==> config.mk <==
export PLATFORM = sky130hd
export DESIGN_NAME = bus_arbiter_sys
export DESIGN_NICKNAME = d
export VERILOG_FILES = /design/src/rtl/bus_arbiter_sys.sv
export SDC_FILE = /design/constraint.sdc
export NUM_CORES = 1
export LEC_CHECK = 0
export ABC_AREA = 1
export CAP_MARGIN = 20
export CELL_PAD_IN_SITES_DETAIL_PLACEMENT = 2
export CELL_PAD_IN_SITES_GLOBAL_PLACEMENT = 2
export CORE_UTILIZATION = 32
export DETAILED_ROUTE_END_ITERATION = 12
export MAX_ROUTING_LAYER = met4
export PLACE_DENSITY_LB_ADDON = 0.15
export SYNTH_ARGS = -nofsm -noshare
export SYNTH_HDL_FRONTEND = slang
export SYNTH_SLANG_ARGS = --single-unit
==> constraint.sdc <==
create_clock -name clk -period 1.29 [get_ports clk]
set_input_delay 0.258 -clock clk [delete_from_list [all_inputs] [get_ports clk]]
set_output_delay 0.258 -clock clk [all_outputs]
set_load 0.005 [all_outputs]
==> src/rtl/bus_arbiter_sys.sv <==
// bus_arbiter_sys: fixed-priority, non-preemptive two-master arbiter whose grants
// select one of two small register-file peripherals on a shared bus.
module bus_arbiter_sys #(
  parameter int DATA_W = 4,
  parameter int ADDR_W = 2
) (
  input  logic              clk,
  input  logic              rst,
  input  logic              req1,
  input  logic              req2,
  input  logic              wr_en,
  input  logic              rd_en,
  input  logic [ADDR_W-1:0] addr,
  input  logic [DATA_W-1:0] wdata,
  output logic              grant1,
  output logic              grant2,
  output logic [DATA_W-1:0] rdata1,
  output logic [DATA_W-1:0] rdata2
);
  localparam int DEPTH = 1 << ADDR_W;
  typedef enum logic [1:0] {IDLE, G1, G2} state_e;
  state_e state_q, state_d;
  logic [1:0] gnt;
  always_ff @(posedge clk or negedge rst)
    if (!rst) state_q <= IDLE;
    else      state_q <= state_d;
  // the current owner keeps the bus while it requests; otherwise hand over with no idle cycle
  always_comb begin
    state_d = IDLE;
    case (state_q)
      G1:      state_d = req1 ? G1 : req2 ? G2 : IDLE;
      G2:      state_d = req2 ? G2 : req1 ? G1 : IDLE;
      default: state_d = req1 ? G1 : req2 ? G2 : IDLE;
    endcase
  end
  assign gnt    = {state_q == G2, state_q == G1};
  assign grant1 = gnt[0];
  assign grant2 = gnt[1];
  for (genvar g = 0; g < 2; g++) begin : g_per
    logic [DATA_W-1:0] mem_q [DEPTH];
    logic [DATA_W-1:0] rdata_q;
    logic              we, re;
    assign we = wr_en & gnt[g];
    assign re = rd_en & gnt[g];
    // read samples mem_q before the same-edge write lands, so rd+wr returns old data
    always_ff @(posedge clk or negedge rst)
      if (!rst) begin
        rdata_q <= '0;
        for (int i = 0; i < DEPTH; i++) mem_q[i] <= '0;
      end else begin
        if (re) rdata_q <= mem_q[addr];
        if (we) mem_q[addr] <= wdata;
      end
  end
  assign rdata1 = g_per[0].rdata_q;
  assign rdata2 = g_per[1].rdata_q;
endmodule

==> results of run 1 <==
state kept, by name (all words and copies together) (netlist names):
register	cells
g_per.mem_q	32
rdata1	4
rdata2	4
state_q	2
what timing repair did:
action / 4_1_cts / 5_1_grt
resized for setup: 18 / 23
endpoints found under the hold margin: 42 / 0
cloned: 0 / 0
hold buffers: 1 / 0
setup buffers: 3 / 3
endpoints found under the setup margin: 20 / 25
pin swaps: 3 / 1
cells by family (layout without fill, tap and decap cells):
group	Yosys count	in the layout	share of synthesized area [%]
buf+inv	21	70	4.81
simple gates	182	182	37.3
flops	42	42	53.2
compound gates	18	18	4.68
layout make-up:
class	instances	area (um2)
clock inverters	1	30.0
multi-input cells	200	918
repair buffers	46	450
flip-flops and latches	42	1050
well taps	75	93.8
inverters	17	63.8
fillers	701	3270
clock buffers	6	82.6
critical path: cells and delay by family, from the launching register on:
kind	cells	cell delay [ns]
AO/OA/AOI/OAI	1	0.07
buffers and inverters	3	0.36
flip-flops	1	0.38
AND/OR/NAND/NOR	4	0.38
final timing paths:
| kind | to | slack [ns] | depth (start not counted) | start |
|---|---|---|---|---|
| worst max-delay path | g_per[1].mem_q[14] | -0.02 | 8 | state_q[0] |
| worst min-delay path | rdata1[2] | 0.46 | 3 | rst |
| worst max register to register | g_per[1].mem_q[14] | -0.02 | 8 | state_q[0] |
| worst min register to register | g_per[0].mem_q[8] | 0.48 | 2 | g_per[0].mem_q[8] |
| max in group asynchronous | g_per[1].mem_q[5] | 0.61 | 3 | rst |
| min in group clk | g_per[0].mem_q[8] | 0.48 | 2 | g_per[0].mem_q[8] |
cells in the final DEF, fill, tap and decap left out:
| cell | synthesis | final |
|---|---|---|
| clkbuf_8 | 0 | 6 |
| nand2_4 | 0 | 1 |
| dlygate4sd2_1 | 0 | 10 |
| o21ai_2 | 0 | 1 |
| buf_6 | 1 | 4 |
| a21oi_1 | 1 | 1 |
| nor2_2 | 5 | 3 |
| clkbuf_2 | 0 | 2 |
| inv_1 | 7 | 7 |
| o21a_1 | 1 | 1 |
| buf_4 | 2 | 15 |
| clkdlybuf4s50_1 | 0 | 8 |
| o21ai_1 | 16 | 15 |
| nand2_1 | 168 | 157 |
| inv_2 | 10 | 10 |
| buf_12 | 0 | 5 |
| nor2_4 | 4 | 6 |
| dfrtp_1 | 42 | 42 |
| dlygate4sd3_1 | 0 | 1 |
| bufinv_16 | 0 | 1 |
| nand2_2 | 5 | 12 |
| nand2_8 | 0 | 3 |
| buf_2 | 1 | 1 |
layer usage:
layer / vias up / routed length [um] / global-route usage [%]
met5: - / 0 / -
met4: 0 / 44 / 5.36
met3: 5 / 120 / 2.73
met2: 29 / 3200 / 35.4
met1: 930 / 2840 / 26.2
li1: 893 / - / -
power breakdown:
part / switching, mW / leakage [nW] / internal [mW]
clock network: 0.453 / 0.0573 / 0.620
registers: 0.174 / 0.537 / 1.61
logic: 0.481 / 0.861 / 0.406
total: 1.11 / 1.46 / 2.63
stage by stage:
step / setup WS, ns / setup TNS, ns / instances
2_1_floorplan: 0.260 / 0 / 263
3_5_place_dp: -0.319 / -9.83 / 373
3_3_place_gp: -0.269 / -8.10 / 373
4_1_cts: -0.0685 / -0.568 / 384
5_1_grt: -0.0809 / -1.05 / 387
6_report: -0.0183 / -0.0221 / 387
==> reports/metrics.yaml, run 1 <==
clock_latency_ns: 0.29
slowest_delay_ns: 0.38
synth_top_cell_area_share_pct: 53.2
yosysMostFrequentCell: "nand2_1"
cts_made_buffers: 5
wl_per_cell_um: 16.0
cts.sinks: 42
drt-total-wl_um: 6200
area_delta_synth_final_pct: 36.1
die_area_um2: 6500
failed_checks: "setup timing"
report.final.slew_viol_count: 0
fp.dieH_um: 80.6
ant_nets: 0
p_leak_nw: 1.46
fin_util_pct: 45.2
hpwl_um: 4530
max_freq_ghz: 0.764
async_flop_share_pct: 100
arrival_ns: 1.47
cp_slowest_cell: "dfrtp_1"
cp_max_fo: 8
ys.flop_type: "dfrtp_1"
die_x_um: 80.6
via_per_inst: 4.80
layout-drive-gt1-share_pct: 22.4
root_buffer: "clkbuf_8"
tightestPinTransition_ns: 0.240
netlist_instances: 263
start_kind: "register"
setup_viol: 3
postSynthAreaPerCell_um2: 7.52
power.total_mw: 3.74
clock-skew-final_ns: 0.00781
core_region_area_um2: 5960
synthTopCellsByArea: "dfrtp_1 53%, nand2_1 32%, o21ai_1 4.1%"
rows: 28
cts_tree: "yes"
clk_pin_slew_ns: 0.09
synth-edff-count: 0
drtPass1Iterations: 4
final_area_um2: 2690
initial_core_util_pct: 33.2
place_congestion: 0.786
power_density_nw_per_um2: 1390
ir_drop_v: 0.000544
finalCritPeriodShare_pct: 101
path_class: "reg -> reg"
status: "complete, but fails checks"
path_cells: "inv_2 -> nand2_2 -> buf_6 -> nor2_4 -> buf_6 -> nand2_8 -> nand2_2 -> o21ai_1"
grt_pass1_wl_um: 9730
antenna_cells: 0
drcViolationCount: 0
slew_headroom_pct: 84.0
grt_pass1_vias: 1998
ys_ff_latch: 42
fin_ws_ns: -0.0183
grt_usage_pct: 20.9
overflow: 0
grt_max_degree: 43
nets: 324
yosysWarnings: 0
drt_iter0_drc: 71
finalHoldViolations: 0
ys_seq_area_share_pct: 53.2
period_needed_ns: 1.31
cap_violations: 0
rsz0062_at_grt: "yes"
htree_levels: 2
whs_ns: 0.465
worst_setup_path_end_kind: "register"
mappedNetlistArea_um2: 1980
vias: 1857
ys_types: 13
port_buffers: 21
hold_class: "in -> async"
synth_common_cells: "168 x nand2_1, 42 x dfrtp_1, 16 x o21ai_1"
yosysTopAreaCell: "dfrtp_1"
antenna_found_initial: 0
worstPathRequired_ns: 1.46
boundaryPins: 22
syn_nets: 275
clockBufferDepth: 2
placed_area_um2: 2440
No activity file was read; power rests on OpenSTA's default activity.
==> run 2, diff against run 1 <==
--- a/config.mk
+++ b/config.mk
@@ -10,9 +10,11 @@
 export CELL_PAD_IN_SITES_DETAIL_PLACEMENT = 2
 export CELL_PAD_IN_SITES_GLOBAL_PLACEMENT = 2
 export CORE_UTILIZATION = 32
+export CTS_CLUSTER_DIAMETER = 30
 export DETAILED_ROUTE_END_ITERATION = 12
 export MAX_ROUTING_LAYER = met4
 export PLACE_DENSITY_LB_ADDON = 0.15
+export SETUP_SLACK_MARGIN = 0.1
 export SYNTH_ARGS = -nofsm -noshare
 export SYNTH_HDL_FRONTEND = slang
 export SYNTH_SLANG_ARGS = --single-unit
==> reports/metrics.yaml, run 2 (synthesized netlist as in run 1, its figures left out) <==
root_buffer: "clkbuf_8"
grt_pass1_vias: 2098
core_region_area_um2: 5960
vias: 1844
die_area_um2: 6500
switching_share_pct: 30.2
max_freq_ghz: 0.776
htree_levels: 2
rows: 28
final_area_um2: 2800
grt_usage_pct: 22.3
rr_worst_depth: 8
report.final.slew_viol_count: 0
cts.sinks: 42
cp_slowest_cell: "dfrtp_1"
p_leak_nw: 1.46
cts_tree: "yes"
ir_drop_v: 0.000675
regToRegSetupSlack_ns: 0.001
pre_cts_ws_ns: -0.319
clk_pin_slew_ns: 0.08
start_kind: "register"
antenna_cells: 0
cts_made_buffers: 5
fin_setup_tns_ns: 0
wl_per_cell_um: 16.4
finalHoldViolations: 0
port_buffers: 21
ant_nets: 0
initial_core_util_pct: 33.2
tightestPinTransition_ns: 0.246
die_x_um: 80.6
rr_startpoint: "state_q[0]"
final_cell_mix: "146 x nand2_1, 42 x dfrtp_1, 18 x nand2_2, 18 x buf_4, 12 x o21ai_1"
grt_max_degree: 43
p_sw_mw: 1.17
grt_pass1_wl_um: 10300
slowest_delay_ns: 0.38
place_congestion: 0.786
cap_violations: 0
rsz0062_at_grt: "yes"
r2r_end: "g_per[1].mem_q[10]"
nets: 325
area_delta_synth_final_pct: 41.4
path_class: "reg -> reg"
layout-drive-gt1-share_pct: 27.5
placed_area_um2: 2440
largest_reg_flops: 32
endpoint: "g_per[1].mem_q[10]"
finalCritPeriodShare_pct: 99.9
seqPwrFrac_pct: 46.8
layout_commonest_cell: "nand2_1"
cp_common_cell: "nand2_2"
via_per_inst: 4.75
fin_ws_ns: 0.00136
arrival_ns: 1.47
antenna_found_initial: 0
critical-path-top-delay-family: "flip-flops"
cp_max_fo: 8
drt-total-wl_um: 6360
pwr-share-clk_pct: 28.0
worstPathRequired_ns: 1.47
hpwl_um: 4530
largest_register: "g_per.mem_q"
period_needed_ns: 1.29
setup_viol: 0
overflow: 0
path_buf_inv: 3
combPwrFrac_pct: 25.2
boundaryPins: 22
path_cells: "inv_2 -> nand2_2 -> buf_6 -> nor2_4 -> buf_12 -> nand2_8 -> nand2_2 -> o21ai_1"
power_density_nw_per_um2: 1380
hold_class: "in -> async"
clock-skew-final_ns: 0.00563
drtPass1Iterations: 4
fp.dieH_um: 80.6
clock_latency_ns: 0.30
startpoint: "state_q[0]"
whs_ns: 0.460
status: "finished clean"
cp.depth: 8
drcViolationCount: 0
clockBufferDepth: 2
slew_headroom_pct: 83.6
worst_setup_path_end_kind: "register"
cell_internal_pwr_mw: 2.69
drt_iter0_drc: 62
## run 2: power groups by stage
stage	clock (mW)	sequential, mW	combinational (mW)
4_1_cts	1.09	1.79	0.941
5_1_grt	1.15	1.84	1.10
2_1_floorplan	0	1.76	0.445
3_3_place_gp	0	1.78	0.811
6_report	1.08	1.81	0.971
3_5_place_dp	0	1.80	0.860
## run 2: layer usage
metal / routed length [um] / vias to the layer above / global-route usage (%)
met2: 3250 / 27 / 36.8
met5: 0 / - / -
met4: 72 / 0 / 7.86
met3: 150 / 5 / 3.75
li1: - / 897 / -
met1: 2880 / 915 / 27.5
## run 2: what timing repair did
| action | CTS | global route |
|---|---|---|
| pin swaps | 5 | 3 |
| hold buffers | 1 | 0 |
| gates resized for setup | 60 | 13 |
| hold endpoints to repair | 42 | 0 |
| setup buffers | 6 | 1 |
| endpoints found under the setup margin | 50 | 40 |
## run 2: how the worst min path moves through the flow
stage,startpoint,to,slack [ns],cells after the start
after floorplan,rst,g_per[0].mem_q[0],-0.04,0
after global placement,rst,rdata1[1],0.26,2
after detailed placement,rst,rdata1[2],0.26,2
after CTS,rst,rdata1[2],0.48,3
after global routing,rst,rdata1[1],0.48,3
final,rst,rdata1[2],0.46,3
## run 2: through the flow
stage | utilization [%] | power [mW] | std cells
finish | 46.9 | 3.86 | 388
global route | 46.9 | 4.09 | 388
CTS | 46.0 | 3.83 | 387
detailed placement | 41.0 | 2.66 | 373
global placement | 41.0 | 2.59 | 373
floorplan | - | 2.21 | 263
## run 2: final cells by class
cell class | instances | area [um2]
well taps | 75 | 93.8
multi-input cells | 200 | 1000
repair buffers | 47 | 470
fillers | 667 | 3160
clock inverters | 1 | 30.0
flip-flops and latches | 42 | 1050
clock buffers | 6 | 82.6
inverters | 17 | 66.3
## run 2: tightest hold or removal path: cells and delay by family
family | cells | cell delay (ns)
buf+inv | 3 | 0.88
==> run 3, diff against run 2 <==
--- a/config.mk
+++ b/config.mk
@@ -5,11 +5,11 @@
 export SDC_FILE = /design/constraint.sdc
 export NUM_CORES = 1
 export LEC_CHECK = 0
-export ABC_AREA = 1
+export ABC_CLOCK_PERIOD_IN_PS = 1290
 export CAP_MARGIN = 20
 export CELL_PAD_IN_SITES_DETAIL_PLACEMENT = 2
 export CELL_PAD_IN_SITES_GLOBAL_PLACEMENT = 2
-export CORE_UTILIZATION = 32
+export CORE_UTILIZATION = 40
 export CTS_CLUSTER_DIAMETER = 30
 export DETAILED_ROUTE_END_ITERATION = 12
 export MAX_ROUTING_LAYER = met4
==> reports/metrics.yaml, run 3 <==
grt_max_degree: 43
fin_cells: 219
synth_top_cell_area_share_pct: 56.1
drt_iter0_drc: 44
drt-total-wl_um: 5560
clockBufferDepth: 2
arrival_ns: 1.61
cts.sinks: 42
slowest_delay_ns: 0.41
ys_types: 15
path_cells: "nand2b_4 -> buf_6 -> nor3_4 -> buf_6 -> mux2_4"
fin_setup_tns_ns: -3.77
nets: 178
ys_ff_latch: 42
die_area_um2: 4960
final_cell_mix: "42 x dfrtp_1, 39 x mux2_4, 17 x buf_6, 9 x buf_4, 8 x mux4_2"
ys.flop_type: "dfrtp_1"
pre_cts_ws_ns: -0.643
port_buffers: 21
layout-drive-gt1-share_pct: 65.3
rsz0062_at_grt: "yes"
max_freq_ghz: 0.697
mappedNetlistArea_um2: 1870
placed_area_um2: 2230
n_fill_cell: 353
dp_cells: 190
core_region_area_um2: 4410
largest_reg_flops: 32
worstPathRequired_ns: 1.47
ant_nets: 0
synth-edff-count: 0
via_per_inst: 5.57
path_class: "reg -> reg"
cp_slowest_cell: "dfrtp_1"
grt_pass1_vias: 1449
overflow: 0
hpwl_um: 2980
regToRegSetupSlack_ns: -0.14
clock-skew-final_ns: 0.00968
die_x_um: 70.4
tightestPinTransition_ns: 0.405
root_buffer: "clkbuf_8"
place_congestion: 0.713
boundaryPins: 22
synthTopCellsByArea: "dfrtp_1 56%, mux2_2 24%, mux4_2 9.6%"
grt_pass1_wl_um: 8990
async_flop_share_pct: 100
power.total_mw: 4.08
p_leak_nw: 1.28
report.final.slew_viol_count: 0
layout_commonest_cell: "dfrtp_1"
htree_levels: 2
slew_headroom_pct: 72.9
synth_common_cells: "42 x dfrtp_1, 40 x mux2_2, 8 x mux4_2"
rows: 24
clk_pin_slew_ns: 0.08
path_buf_inv: 2
wl_per_cell_um: 25.4
cp_max_fo: 4
grt_usage_pct: 25.8
finalHoldViolations: 0
ys_seq_area_share_pct: 56.1
hold_class: "in -> async"
syn_nets: 124
postSynthAreaPerCell_um2: 16.7
setup_viol: 37
fp.dieH_um: 70.4
power_density_nw_per_um2: 1510
fin_ws_ns: -0.145
yosysWarnings: 0
cts_made_buffers: 5
cts_tree: "yes"
antenna_cells: 0
critical-path-top-delay-family: "flip-flops"
vias: 1219
largest_register: "g_per.mem_q"
drtPass1Iterations: 4
cp_common_cell: "buf_6"
drcViolationCount: 0
start_kind: "register"
clock_latency_ns: 0.30
yosysTopAreaCell: "dfrtp_1"
initial_core_util_pct: 42.4
antenna_found_initial: 0
finalCritPeriodShare_pct: 111
yosysMostFrequentCell: "dfrtp_1"
final_area_um2: 2710
area_delta_synth_final_pct: 44.5
period_needed_ns: 1.43
cap_violations: 0
netlist_instances: 112
worst_setup_path_end_kind: "register"
status: "complete, but fails checks"
failed_checks: "setup timing"
ir_drop_v: 0.000919
==> run 3: cell types whose count changed in the layout (fill, tap and decap cells not counted), sizes merged, moves of 3 or more <==
cell and change:
clkbuf +7, clkdlybuf4s15 -5, inv -14, mux2 +40
mux4 +8, nand2 -170, nand2b +3, nor2 -9
nor3 +6, o21ai -16
==> run 3: repair_timing <==
item	CTS	global route
resized for setup	85	18
gates cloned	1	0
hold buffers	1	0
endpoints found under the setup margin	50	48
pin swaps	8	6
buffers inserted	17	2
endpoints found under the hold margin	42	0
==> run 3: cell families (layout without fill, tap and decap cells) <==
kind of cell    count (synthesis)  in the layout  share of synthesized area [%]
mux                            48             48                           33.7
flops                          42             42                           56.1
simple gates                   15             15                           7.95
compound gates                  2              2                          0.801
buf+inv                         5             60                           1.47
==> run 3: metal layers <==
metal	vias to the layer above	part of all wire, %	GRT usage [%]
li1	518	-	-
met1	657	45	34.7
met2	34	51	41.4
met3	10	3.1	4.62
met4	0	1.6	5.33
met5	-	0	-
==> run 3: layout make-up <==
cell class,count,area [um2],share of cell area [%]
tap,52,65.1,2.40
inverter,3,16.3,0.601
sequential,42,1050,38.8
timing repair buffer,49,464,17.2
clock inverter,1,5.00,0.185
multi-input combinational,65,1020,37.6
clock buffer,7,86.3,3.19
==> run 3: stage by stage <==
step / hold slack, ns / util [%]
global placement: 0.243 / 50.6
global route: 0.502 / 61.3
floorplan: -0.0376 / -
detailed placement: 0.251 / 50.6
CTS: 0.477 / 60.8
finish: 0.475 / 61.3
==> run 3: where the power goes <==
group | switching, mW | internal [mW] | leakage [nW]
sequential | 0.246 | 1.68 | 0.519
clock | 0.453 | 0.432 | 0.0482
combinational | 0.409 | 0.863 | 0.708
total | 1.11 | 2.97 | 1.28
==> run 3: final timing paths <==
path,start,to,depth (start not counted)
worst min register to register,g_per[1].mem_q[9],g_per[1].mem_q[9],1
worst max register to register,state_q[0],g_per[1].mem_q[2],5
worst min-delay path,rst,rdata2[2],3
min in group clk,g_per[1].mem_q[9],g_per[1].mem_q[9],1
worst max-delay path,state_q[0],g_per[1].mem_q[2],5
max in group asynchronous,rst,g_per[0].mem_q[3],3
==> run 3: worst register-to-register path, delay by kind of cell (launching register included) <==
kind                   cells  cell delay (ns)
DFF                        1             0.41
and+or+nand+nor            2             0.31
buffers and inverters      2             0.30
muxes                      1             0.30
